==> src/rtl/fp_issue_ctrl_if.sv <==
// fp_issue_ctrl_if
// Purpose: bundles the CPU instruction handshake and the decoded FPU datapath
//          controls driven by fp_issue_ctrl.
// Signals:
//   instr_valid, instr      CPU -> issue ctrl: instruction offer
//   instr_ready             issue ctrl -> CPU: instruction can be accepted
//   fp_alu_src, fp_reg_dst,
//   fp_alu_ctrl, Rs, Rt,
//   Rd, immediate           decoded fields of the held instruction
//   fp_reg_write            one-cycle write strobe at completion
//   illegal_instr           one-cycle pulse on an undecodable accepted instr
//   retire_count            completed operation count (wraps)
// Modports: master = CPU side, slave = fp_issue_ctrl.
interface fp_issue_ctrl_if;
   logic        instr_valid;
   logic [31:0] instr;
   logic        instr_ready;
   logic        fp_alu_src;
   logic        fp_reg_dst;
   logic [2:0]  fp_alu_ctrl;
   logic [4:0]  Rs;
   logic [4:0]  Rt;
   logic [4:0]  Rd;
   logic [15:0] immediate;
   logic        fp_reg_write;
   logic        illegal_instr;
   logic [15:0] retire_count;

   modport master (
      output instr_valid, instr,
      input  instr_ready, fp_alu_src, fp_reg_dst, fp_alu_ctrl, Rs, Rt, Rd,
             immediate, fp_reg_write, illegal_instr, retire_count
   );

   modport slave (
      input  instr_valid, instr,
      output instr_ready, fp_alu_src, fp_reg_dst, fp_alu_ctrl, Rs, Rt, Rd,
             immediate, fp_reg_write, illegal_instr, retire_count
   );
endinterface

==> src/rtl/fp_issue_ctrl.sv <==
// fp_issue_ctrl
// Purpose: FPU issue front end. Accepts one FP instruction at a time over a
//          valid/ready handshake, decodes it, holds the datapath controls stable
//          for the operation latency and pulses fp_reg_write in the final cycle.
// Ports:
//   cpu_clk  in  sole clock, rising edge
//   reset    in  synchronous, active-high
//   bus      fp_issue_ctrl_if.slave (handshake in, registered controls out)
// Parameters: ADD_LAT / MUL_LAT / DIV_LAT / SQRT_LAT, cycles held per op (1..255).
module fp_issue_ctrl #(
   parameter int unsigned ADD_LAT  = 1,
   parameter int unsigned MUL_LAT  = 2,
   parameter int unsigned DIV_LAT  = 8,
   parameter int unsigned SQRT_LAT = 16
) (
   input logic           cpu_clk,
   input logic           reset,
   fp_issue_ctrl_if.slave bus
);

   typedef enum logic {IDLE, BUSY} state_t;

   state_t      state_q;
   logic [25:0] hold_q;     // opcode bits are not needed once decoded
   logic [7:0]  cnt_q;
   logic [2:0]  ctrl_q;
   logic        src_q;
   logic        dst_q;
   logic        ready_q;
   logic        write_q;
   logic        illegal_q;
   logic [15:0] retire_q;

   logic        dec_legal_d;
   logic [2:0]  dec_ctrl_d;
   logic        dec_src_d;
   logic        dec_dst_d;
   logic [7:0]  dec_cnt_d;

   // Decode of the offered word; only consumed on the accept edge.
   always_comb begin
      dec_legal_d = 1'b0;
      dec_ctrl_d  = '0;
      dec_src_d   = 1'b0;
      dec_dst_d   = 1'b0;
      if (bus.instr[31:26] == 6'h11 && bus.instr[5:0] <= 6'd4) begin
         dec_legal_d = 1'b1;
         dec_ctrl_d  = bus.instr[2:0];
         dec_dst_d   = 1'b1;
      end else if (bus.instr[31:28] == 4'hE && bus.instr[27:26] != 2'b00 ||
                   bus.instr[31:26] == 6'h38) begin
         // 6'h38..6'h3B: immediate add/sub/mul/div
         dec_legal_d = 1'b1;
         dec_ctrl_d  = {1'b0, bus.instr[27:26]};
         dec_src_d   = 1'b1;
      end
      case (dec_ctrl_d)
         3'd0, 3'd1: dec_cnt_d = 8'(ADD_LAT - 1);
         3'd2:       dec_cnt_d = 8'(MUL_LAT - 1);
         3'd3:       dec_cnt_d = 8'(DIV_LAT - 1);
         default:    dec_cnt_d = 8'(SQRT_LAT - 1);
      endcase
   end

   always_ff @(posedge cpu_clk) begin
      if (reset) begin
         state_q   <= IDLE;
         hold_q    <= '0;
         cnt_q     <= '0;
         ctrl_q    <= '0;
         src_q     <= 1'b0;
         dst_q     <= 1'b0;
         ready_q   <= 1'b0;
         write_q   <= 1'b0;
         illegal_q <= 1'b0;
         retire_q  <= '0;
      end else begin
         write_q   <= 1'b0;
         illegal_q <= 1'b0;
         case (state_q)
            IDLE: begin
               ready_q <= 1'b1;
               if (bus.instr_valid && ready_q) begin
                  hold_q <= bus.instr[25:0];
                  if (dec_legal_d) begin
                     ctrl_q  <= dec_ctrl_d;
                     src_q   <= dec_src_d;
                     dst_q   <= dec_dst_d;
                     cnt_q   <= dec_cnt_d;
                     state_q <= BUSY;
                     ready_q <= 1'b0;
                     // Single-cycle ops strobe in the very first BUSY cycle.
                     write_q <= (dec_cnt_d == 8'd0);
                  end else begin
                     illegal_q <= 1'b1;
                  end
               end
            end
            BUSY: begin
               if (cnt_q == 8'd0) begin
                  state_q  <= IDLE;
                  ready_q  <= 1'b1;
                  retire_q <= retire_q + 16'd1;
               end else begin
                  cnt_q   <= cnt_q - 8'd1;
                  write_q <= (cnt_q == 8'd1);
               end
            end
            default: state_q <= IDLE;
         endcase
      end
   end

   assign bus.instr_ready   = ready_q;
   assign bus.fp_alu_src    = src_q;
   assign bus.fp_reg_dst    = dst_q;
   assign bus.fp_alu_ctrl   = ctrl_q;
   assign bus.Rs            = hold_q[25:21];
   assign bus.Rt            = hold_q[20:16];
   assign bus.Rd            = hold_q[15:11];
   assign bus.immediate     = hold_q[15:0];
   assign bus.fp_reg_write  = write_q;
   assign bus.illegal_instr = illegal_q;
   assign bus.retire_count  = retire_q;

endmodule

==> src/flat_wrapper.sv <==
// flat-port wrapper written by rule: the top's interface ports become plain ports
module fp_issue_ctrl_flat 
#(
   parameter int unsigned ADD_LAT  = 1,
   parameter int unsigned MUL_LAT  = 2,
   parameter int unsigned DIV_LAT  = 8,
   parameter int unsigned SQRT_LAT = 16
)
  (cpu_clk, reset, bus_instr_valid, bus_instr, bus_instr_ready, bus_fp_alu_src, bus_fp_reg_dst, bus_fp_alu_ctrl, bus_Rs, bus_Rt, bus_Rd, bus_immediate, bus_fp_reg_write, bus_illegal_instr, bus_retire_count);
  fp_issue_ctrl_if bus_i ();
  input logic cpu_clk;
  input logic reset;
  input wire logic [$bits(bus_i.instr_valid)-1:0] bus_instr_valid;
  input wire logic [$bits(bus_i.instr)-1:0] bus_instr;
  output wire logic [$bits(bus_i.instr_ready)-1:0] bus_instr_ready;
  output wire logic [$bits(bus_i.fp_alu_src)-1:0] bus_fp_alu_src;
  output wire logic [$bits(bus_i.fp_reg_dst)-1:0] bus_fp_reg_dst;
  output wire logic [$bits(bus_i.fp_alu_ctrl)-1:0] bus_fp_alu_ctrl;
  output wire logic [$bits(bus_i.Rs)-1:0] bus_Rs;
  output wire logic [$bits(bus_i.Rt)-1:0] bus_Rt;
  output wire logic [$bits(bus_i.Rd)-1:0] bus_Rd;
  output wire logic [$bits(bus_i.immediate)-1:0] bus_immediate;
  output wire logic [$bits(bus_i.fp_reg_write)-1:0] bus_fp_reg_write;
  output wire logic [$bits(bus_i.illegal_instr)-1:0] bus_illegal_instr;
  output wire logic [$bits(bus_i.retire_count)-1:0] bus_retire_count;
  assign bus_i.instr_valid = bus_instr_valid;
  assign bus_i.instr = bus_instr;
  assign bus_instr_ready = bus_i.instr_ready;
  assign bus_fp_alu_src = bus_i.fp_alu_src;
  assign bus_fp_reg_dst = bus_i.fp_reg_dst;
  assign bus_fp_alu_ctrl = bus_i.fp_alu_ctrl;
  assign bus_Rs = bus_i.Rs;
  assign bus_Rt = bus_i.Rt;
  assign bus_Rd = bus_i.Rd;
  assign bus_immediate = bus_i.immediate;
  assign bus_fp_reg_write = bus_i.fp_reg_write;
  assign bus_illegal_instr = bus_i.illegal_instr;
  assign bus_retire_count = bus_i.retire_count;
  fp_issue_ctrl #(.ADD_LAT(ADD_LAT), .MUL_LAT(MUL_LAT), .DIV_LAT(DIV_LAT), .SQRT_LAT(SQRT_LAT)) u_core (.cpu_clk(cpu_clk), .reset(reset), .bus(bus_i));
endmodule
==> config.mk <==
export PLATFORM = sky130hd
export DESIGN_NAME = fp_issue_ctrl_flat
export DESIGN_NICKNAME = d
export VERILOG_FILES = /design/src/rtl/fp_issue_ctrl_if.sv /design/src/rtl/fp_issue_ctrl.sv /design/src/flat_wrapper.sv
export SDC_FILE = /design/constraint.sdc
export NUM_CORES = 1
export LEC_CHECK = 0
export BUFFER_PORTS_ARGS = -buffer_cell sky130_fd_sc_hd__buf_2
export CELL_PAD_IN_SITES_DETAIL_PLACEMENT = 1
export CELL_PAD_IN_SITES_GLOBAL_PLACEMENT = 1
export CORE_MARGIN = 10
export CORE_UTILIZATION = 25
export DETAILED_ROUTE_END_ITERATION = 10
export GPL_TIMING_DRIVEN = 0
export PLACE_DENSITY_LB_ADDON = 0.1
export SLEW_MARGIN = 15
export SYNTH_ARGS = -nofsm -noshare
export SYNTH_HDL_FRONTEND = slang
export SYNTH_SLANG_ARGS = --single-unit
==> constraint.sdc <==
create_clock -name cpu_clk -period 1.8 [get_ports cpu_clk]
set_input_delay 0.09 -clock cpu_clk [delete_from_list [all_inputs] [get_ports cpu_clk]]
set_output_delay 0.09 -clock cpu_clk [all_outputs]
set_load 0.005 [all_outputs]
==> results of run 1 <==
## layout make-up
class	instances	area [sq um]
Sequential cell	59	1194
Fill cell	1197	6038
Timing Repair Buffer	124	769.5
Tap cell	133	166.4
Buffer	20	110.1
Clock inverter	2	10.01
Clock buffer	13	168.9
Multi-Input combinational cell	219	1285
Inverter	8	32.53
## kinds of logic (layout without fill, tap and decap cells)
kind of cell,count (synthesis),after routing,synth area share (%)
muxes,1,1,0.4004
xor gates and xnor gates,11,11,3.854
AOI/OAI and AO/OA,70,70,16.22
buffers and inverters,28,167,5.105
DFF,59,59,47.25
and+or+nand+nor,134,134,25.68
adders and majority gates,3,3,1.502
## worst paths after layout
path,from,end,depth (start not counted)
worst max-delay path,u_core.cnt_q[1]$_SDFFE_PP0P_,u_core.cnt_q[7]$_SDFFE_PP0P_,4
worst min-delay path,bus_instr[3],u_core.hold_q[3]$_SDFFE_PP0P_,3
worst max register to register,u_core.cnt_q[1]$_SDFFE_PP0P_,u_core.cnt_q[7]$_SDFFE_PP0P_,4
worst min register to register,u_core.hold_q[0]$_SDFFE_PP0P_,u_core.hold_q[0]$_SDFFE_PP0P_,2
## through the flow
step,setup WS [ns],TNS [ns]
after detailed placement,-0.2937,-3.815
after CTS,-0.03683,-0.03683
after global routing,-0.04153,-0.07448
final,0.001401,0
after global placement,-0.2252,-2.367
after floorplan,0.03833,0
## power by group through the flow
stage | Combinational, mW | Clock (mW) | Sequential [mW]
after floorplan | 0.0952 | 0 | 1.39
after global placement | 0.214 | 0 | 1.38
after detailed placement | 0.217 | 0 | 1.38
after CTS | 0.260 | 1.17 | 1.35
after global routing | 0.292 | 1.22 | 1.36
final | 0.261 | 1.12 | 1.35
## timing repair
item,4_1_cts,5_1_grt
setup endpoints to repair,43,26
hold endpoints to repair,22,0
hold buffers,22,0
pin swaps,5,9
resized for setup,17,22
setup buffers,7,7
## cell usage in the layout (no fill, tap or decap), drive strengths merged, types with 5 or more instances in the layout
cell type | synthesis | layout
a21oi | 39 | 39
buf | 10 | 111
clkbuf | 10 | 24
dfxtp | 59 | 59
dlygate4sd3 | 0 | 22
inv | 8 | 8
nand2 | 62 | 62
nand3 | 7 | 7
nand4 | 6 | 6
nor2 | 25 | 25
nor3 | 5 | 5
o21ai | 15 | 15
or3 | 8 | 8
xnor2 | 5 | 5
xor2 | 6 | 6
## worst max-delay path, cell delays in order, from the launching register on
cell	delay, ns
dfxtp_2	0.34
or4_4	0.53
or4_4	0.43
or3_1	0.33
a21oi_2	0.11
## sequential cells by signal, indices dropped and copies added, names as in the netlist
register and flops:
u_core.cnt_q 8, u_core.bus.fp_alu_ctrl 3, u_core.bus.fp_reg_write 1, u_core.bus.instr_ready 1, u_core.bus.fp_reg_dst 1, u_core.bus.fp_alu_src 1
u_core.bus.illegal_instr 1, u_core.state_q 1, u_core.hold_q 26, u_core.bus.retire_count 16
## layer usage
metal	track usage [%]	vias up	routed length (um)
met3	4.407	14	591
met5	0	-	0
met1	14.45	1219	4000
met4	5.128	0	209
li1	-	1322	-
met2	19.84	71	4114
==> results.py, run 1 <==
metrics = {
    "status": {
        "outcome": "finished, final reports clean",
    },
    "synth": {
        "synth.distinct_cells": 40,
        "synth_top_area_share_pct": 47.25,
        "yosysTopAreaCell": "dfxtp_1",
        "synth_cells": 306,
        "synth-seq-cells": 59,
        "async_flop_share_pct": 0,
        "synthFlopType": "dfxtp_1",
        "syn_area_per_cell_sq_um": 8.170,
        "yosys_warnings": 0,
        "synth_fp_nets": 344,
        "yosys-top-cells-area": "dfxtp_1 47%, nand2_1 9.3%, a21oi_1 7.8%, nor2_1 3.8%, o21ai_0 3.0%",
        "ys_seq_area_share_pct": 47.25,
        "yosysMostFrequentCell": "nand2_1",
        "synthesis.area_sq_mm": 0.002500,
        "netlist_top_cells_count": "62 x nand2_1, 59 x dfxtp_1, 39 x a21oi_1",
        "synth-edff-count": 0,
    },
    "detailed_routing": {
        "drt_first_pass_iters": 4,
        "ant_nets": 0,
        "routed_wl_um": 8915,
        "viasPerCell": 4.543,
        "drc_errors": 0,
        "first_iter_violations": 57,
        "wl_per_cell_um": 15.42,
        "vias": 2626,
    },
    "clock_network": {
        "cts_made_buffers": 9,
        "cts_max_level": 3,
        "tritoncts": "built",
        "cts_root_buffer": "clkbuf_8",
        "path_clk_slew_ns": 0.07,
        "clkLatencyLatePin_ns": 0.34,
        "cts_sinks": 59,
        "clock_path_buffers": 2,
    },
    "global_route": {
        "grt_pass1_wl_um": 14450,
        "grt_max_degree": 11,
        "grt_remaining_overflow": 0,
        "grt_usage_pct": 12.28,
        "antenna_found_initial": 0,
        "first_global_vias": 2758,
    },
    "sta": {
        "fin_crit_sh_pct": 99.92,
        "final_max_slew_viol_count": 0,
        "rsz0062_at_grt": "yes",
        "finalSetupViolations": 0,
        "slew_headroom_pct": 60.18,
        "worst_pin_slew_ns": 0.5974,
        "hold_viol_final": 0,
        "finClkSkew_ns": 0.009915,
        "max_freq_ghz": 0.5560,
        "min_period_ns": 1.799,
        "hold_ws_ns": 0.02048,
    },
    "place": {
        "numPortBuffers": 88,
        "place_hpwl_um": 6504,
        "gp_congestion": 0.7561,
        "dp_cells": 527,
        "place_area_sq_mm": 0.003107,
    },
    "job": {
        "cap_viol_max_count": 0,
    },
    "floorplanning": {
        "die-area_sq_mm": 0.01440,
        "chipWidth_um": 120.0,
        "num_rows": 36,
        "fp.dieH_um": 120.0,
        "coreArea_sq_mm": 0.009774,
        "start_util_pct": 25.58,
        "ios": 90,
    },
    "hold_path": {
        "hold_path.class": "in2reg",
    },
    "worst_setup_path": {
        "arrival_ns": 2.07,
        "worstSetupStartpointType": "flip-flop",
        "crit_type": "reg2reg",
        "required_ns": 2.08,
        "end_kind": "flip-flop",
        "critical_path_peak_fanout": 4,
        "rrSetupSlack_ns": 0.001,
    },
    "finish": {
        "finalNetCount": 479,
        "final_cells": 578,
        "final_util_pct": 38.22,
        "drive_above_1_share_pct": 34.61,
        "post-route-cell-area_sq_mm": 0.003736,
        "antenna_cells": 0,
        "syn_to_final_growth_pct": 49.45,
    },
    "pwr": {
        "p_int_mw": 2.062,
        "p_seq_share_pct": 49.5,
        "ir_drop_uv": 318.8,
        "power_mw": 2.730,
        "p_per_area_mw_per_mm2": 730.7,
        "p_sw_share_pct": 24.46,
        "clkPwrFrac_pct": 40.9,
        "power.switching_mw": 0.6678,
        "pwr-share-comb_pct": 9.6,
        "total_leakage_power_nw": 1.611,
    },
}
No activity file was read; power rests on OpenSTA's default activity.
==> run 2: changes to the inputs <==
--- a/config.mk
+++ b/config.mk
@@ -5,6 +5,7 @@
 export SDC_FILE = /design/constraint.sdc
 export NUM_CORES = 1
 export LEC_CHECK = 0
+export ABC_AREA = 1
 export BUFFER_PORTS_ARGS = -buffer_cell sky130_fd_sc_hd__buf_2
 export CELL_PAD_IN_SITES_DETAIL_PLACEMENT = 1
 export CELL_PAD_IN_SITES_GLOBAL_PLACEMENT = 1
==> constraint.sdc (replaced) <==
create_clock -name cpu_clk -period 1.9 [get_ports cpu_clk]
set_input_delay 0.095 -clock cpu_clk [delete_from_list [all_inputs] [get_ports cpu_clk]]
set_output_delay 0.095 -clock cpu_clk [all_outputs]
set_load 0.005 [all_outputs]
==> results.py, run 2 <==
metrics = {
    "status": {
        "outcome": "finished, final reports clean",
    },
    "floorplanning": {
        "chipWidth_um": 125.2,
        "start_util_pct": 25.53,
        "coreArea_sq_mm": 0.01084,
        "num_rows": 38,
        "fp.dieH_um": 125.2,
        "ios": 90,
        "die-area_sq_mm": 0.01568,
    },
    "synth": {
        "syn_area_per_cell_sq_um": 7.133,
        "ys_seq_area_share_pct": 42.68,
        "async_flop_share_pct": 0,
        "synth_cells": 388,
        "yosys_warnings": 0,
        "synth-seq-cells": 59,
        "synth.distinct_cells": 35,
        "netlist_top_cells_count": "75 x nor2_1, 66 x nand2_1, 59 x dfxtp_1",
        "synth_top_area_share_pct": 42.68,
        "yosysTopAreaCell": "dfxtp_1",
        "synthFlopType": "dfxtp_1",
        "yosys-top-cells-area": "dfxtp_1 43%, nor2_1 10%, nand2_1 9.0%, o21ai_0 5.8%, a21oi_1 5.1%",
        "synth-edff-count": 0,
        "synthesis.area_sq_mm": 0.002768,
        "synth_fp_nets": 426,
        "yosysMostFrequentCell": "nor2_1",
    },
    "sta": {
        "hold_viol_final": 0,
        "slew_headroom_pct": 59.97,
        "tns_ns": 0,
        "final_max_slew_viol_count": 0,
        "fin_crit_sh_pct": 89.61,
        "finClkSkew_ns": 0.01030,
        "max_freq_ghz": 0.5873,
        "min_period_ns": 1.703,
        "worst_pin_slew_ns": 0.6005,
        "finalSetupViolations": 0,
        "rsz0062_at_grt": "no",
        "hold_ws_ns": 0.02561,
    },
    "clock_network": {
        "cts_root_buffer": "clkbuf_8",
        "cts_sinks": 59,
        "clock_path_buffers": 2,
        "cts_max_level": 3,
        "cts_setup_buffers": 0,
        "path_clk_slew_ns": 0.07,
        "tritoncts": "built",
        "clkLatencyLatePin_ns": 0.35,
        "cts_made_buffers": 9,
    },
    "finish": {
        "final_cell_mix": "92 x buf_2, 75 x nor2_1, 66 x nand2_1, 59 x dfxtp_1, 32 x o21ai_0",
        "post-route-cell-area_sq_mm": 0.003789,
        "fill_cells": 1389,
        "layout_commonest_cell": "buf_2",
        "largest_reg_flops": 26,
        "syn_to_final_growth_pct": 36.89,
        "top_register": "u_core.hold_q",
        "finalNetCount": 549,
        "antenna_cells": 0,
        "drive_above_1_share_pct": 25.63,
    },
    "detailed_routing": {
        "viasPerCell": 4.521,
        "routed_wl_um": 9707,
        "drc_errors": 0,
        "vias": 2961,
        "first_iter_violations": 101,
        "ant_nets": 0,
        "drt_first_pass_iters": 4,
        "wl_per_cell_um": 14.82,
    },
    "global_route": {
        "grt_remaining_overflow": 0,
        "antenna_found_initial": 0,
        "grt_pass1_wl_um": 16220,
        "grt_max_degree": 11,
        "first_global_vias": 3196,
        "grt_usage_pct": 12.64,
    },
    "place": {
        "place_area_sq_mm": 0.003388,
        "gp_congestion": 0.7738,
        "place_hpwl_um": 7453,
        "numPortBuffers": 89,
    },
    "worst_setup_path": {
        "required_ns": 2.14,
        "arrival_ns": 1.94,
        "end_kind": "flip-flop",
        "worstSetupStartpointType": "flip-flop",
        "worstRegToRegCells": 10,
        "critical_path_peak_fanout": 10,
        "cp_cell_sequence": "inv_1, ha_2, inv_2, nor2_2, nand2_2, o21ai_4, nand3_4, buf_6, a21oi_1, nor2_1",
        "max_stage_delay_ns": 0.33,
        "slowest_stage": "dfxtp_1",
        "crit_type": "reg2reg",
    },
    "pwr": {
        "total_leakage_power_nw": 1.797,
        "ir_drop_uv": 311.3,
        "p_per_area_mw_per_mm2": 683.4,
    },
    "hold_path": {
        "hold_path.class": "in2reg",
        "min_path_cells": 3,
    },
    "job": {
        "cap_viol_max_count": 0,
    },
}
run 2: worst max-delay path, delay by kind of cell, from the launching register on:
family	cells	cell delay, ns
and+or+nand+nor	4	0.40
AOI/OAI and AO/OA	2	0.29
adders and majority gates	1	0.22
DFF	1	0.33
buffers and inverters	3	0.34
run 2: stage by stage:
stage / total power [mW] / util [%] / setup slack, ns / cells
6_report: 2.589 / 34.95 / 0.1974 / 655
5_1_grt: 2.735 / 34.95 / 0.01855 / 655
4_1_cts: 2.651 / 34.86 / 0.1172 / 655
3_5_place_dp: 1.589 / 31.26 / 0.1334 / 617
3_3_place_gp: 1.584 / 31.26 / 0.1639 / 617
2_1_floorplan: 1.451 / - / 0.3965 / 388
run 2: timing repair:
item / 4_1_cts / 5_1_grt
hold buffers: 23 / 0
hold endpoints to repair: 23 / 0
setup endpoints to repair: 0 / 12
gates resized for setup: 0 / 3
run 2: cell families (layout without fill, tap and decap cells):
logic type,count (synthesis),count (layout),synth area share (%)
AND/OR/NAND/NOR,195,195,31.19
AO/OA/AOI/OAI,68,68,13.20
flip-flops,59,59,42.68
buffers and inverters,54,181,8.725
XOR/XNOR,9,9,2.848
adder cells (fa/ha/maj),3,3,1.356
run 2: final cells by class:
cell class | count | area (sq um) | share of cell area (%)
Multi-Input combinational cell | 275 | 1353 | 35.70
Sequential cell | 59 | 1181 | 31.18
Timing Repair Buffer | 112 | 675.6 | 17.83
Tap cell | 140 | 175.2 | 4.624
Clock buffer | 12 | 145.1 | 3.831
Inverter | 35 | 131.4 | 3.468
Buffer | 19 | 112.6 | 2.972
Clock inverter | 3 | 15.01 | 0.3963
run 2: path summary, 6_finish.rpt:
| path | endpoint | slack (ns) | start |
|---|---|---|---|
| setup / recovery | u_core.cnt_q[6]$_SDFFE_PP0P_ | 0.20 | u_core.cnt_q[0]$_SDFFE_PP0P_ |
| hold / removal | u_core.hold_q[5]$_SDFFE_PP0P_ | 0.03 | bus_instr[5] |
| hold reg to reg | u_core.bus.fp_alu_ctrl[2]$_SDFFE_PP0P_ | 0.46 | u_core.bus.fp_alu_ctrl[2]$_SDFFE_PP0P_ |
| setup reg to reg | u_core.cnt_q[6]$_SDFFE_PP0P_ | 0.20 | u_core.cnt_q[0]$_SDFFE_PP0P_ |
run 2: power breakdown:
| group | internal (mW) | switching, mW | total, mW |
|---|---|---|---|
| clock | 0.495 | 0.501 | 0.997 |
| sequential | 1.28 | 0.0228 | 1.30 |
| combinational | 0.137 | 0.152 | 0.289 |
| total | 1.91 | 0.676 | 2.59 |
run 2: layer usage:
layer  wire [um]  share of wire, %  track usage, %
met1        4321                45           14.48
met2        4536                47           20.55
met3         697               7.2           4.858
met4         151               1.6           5.488
met5           0                 0               0
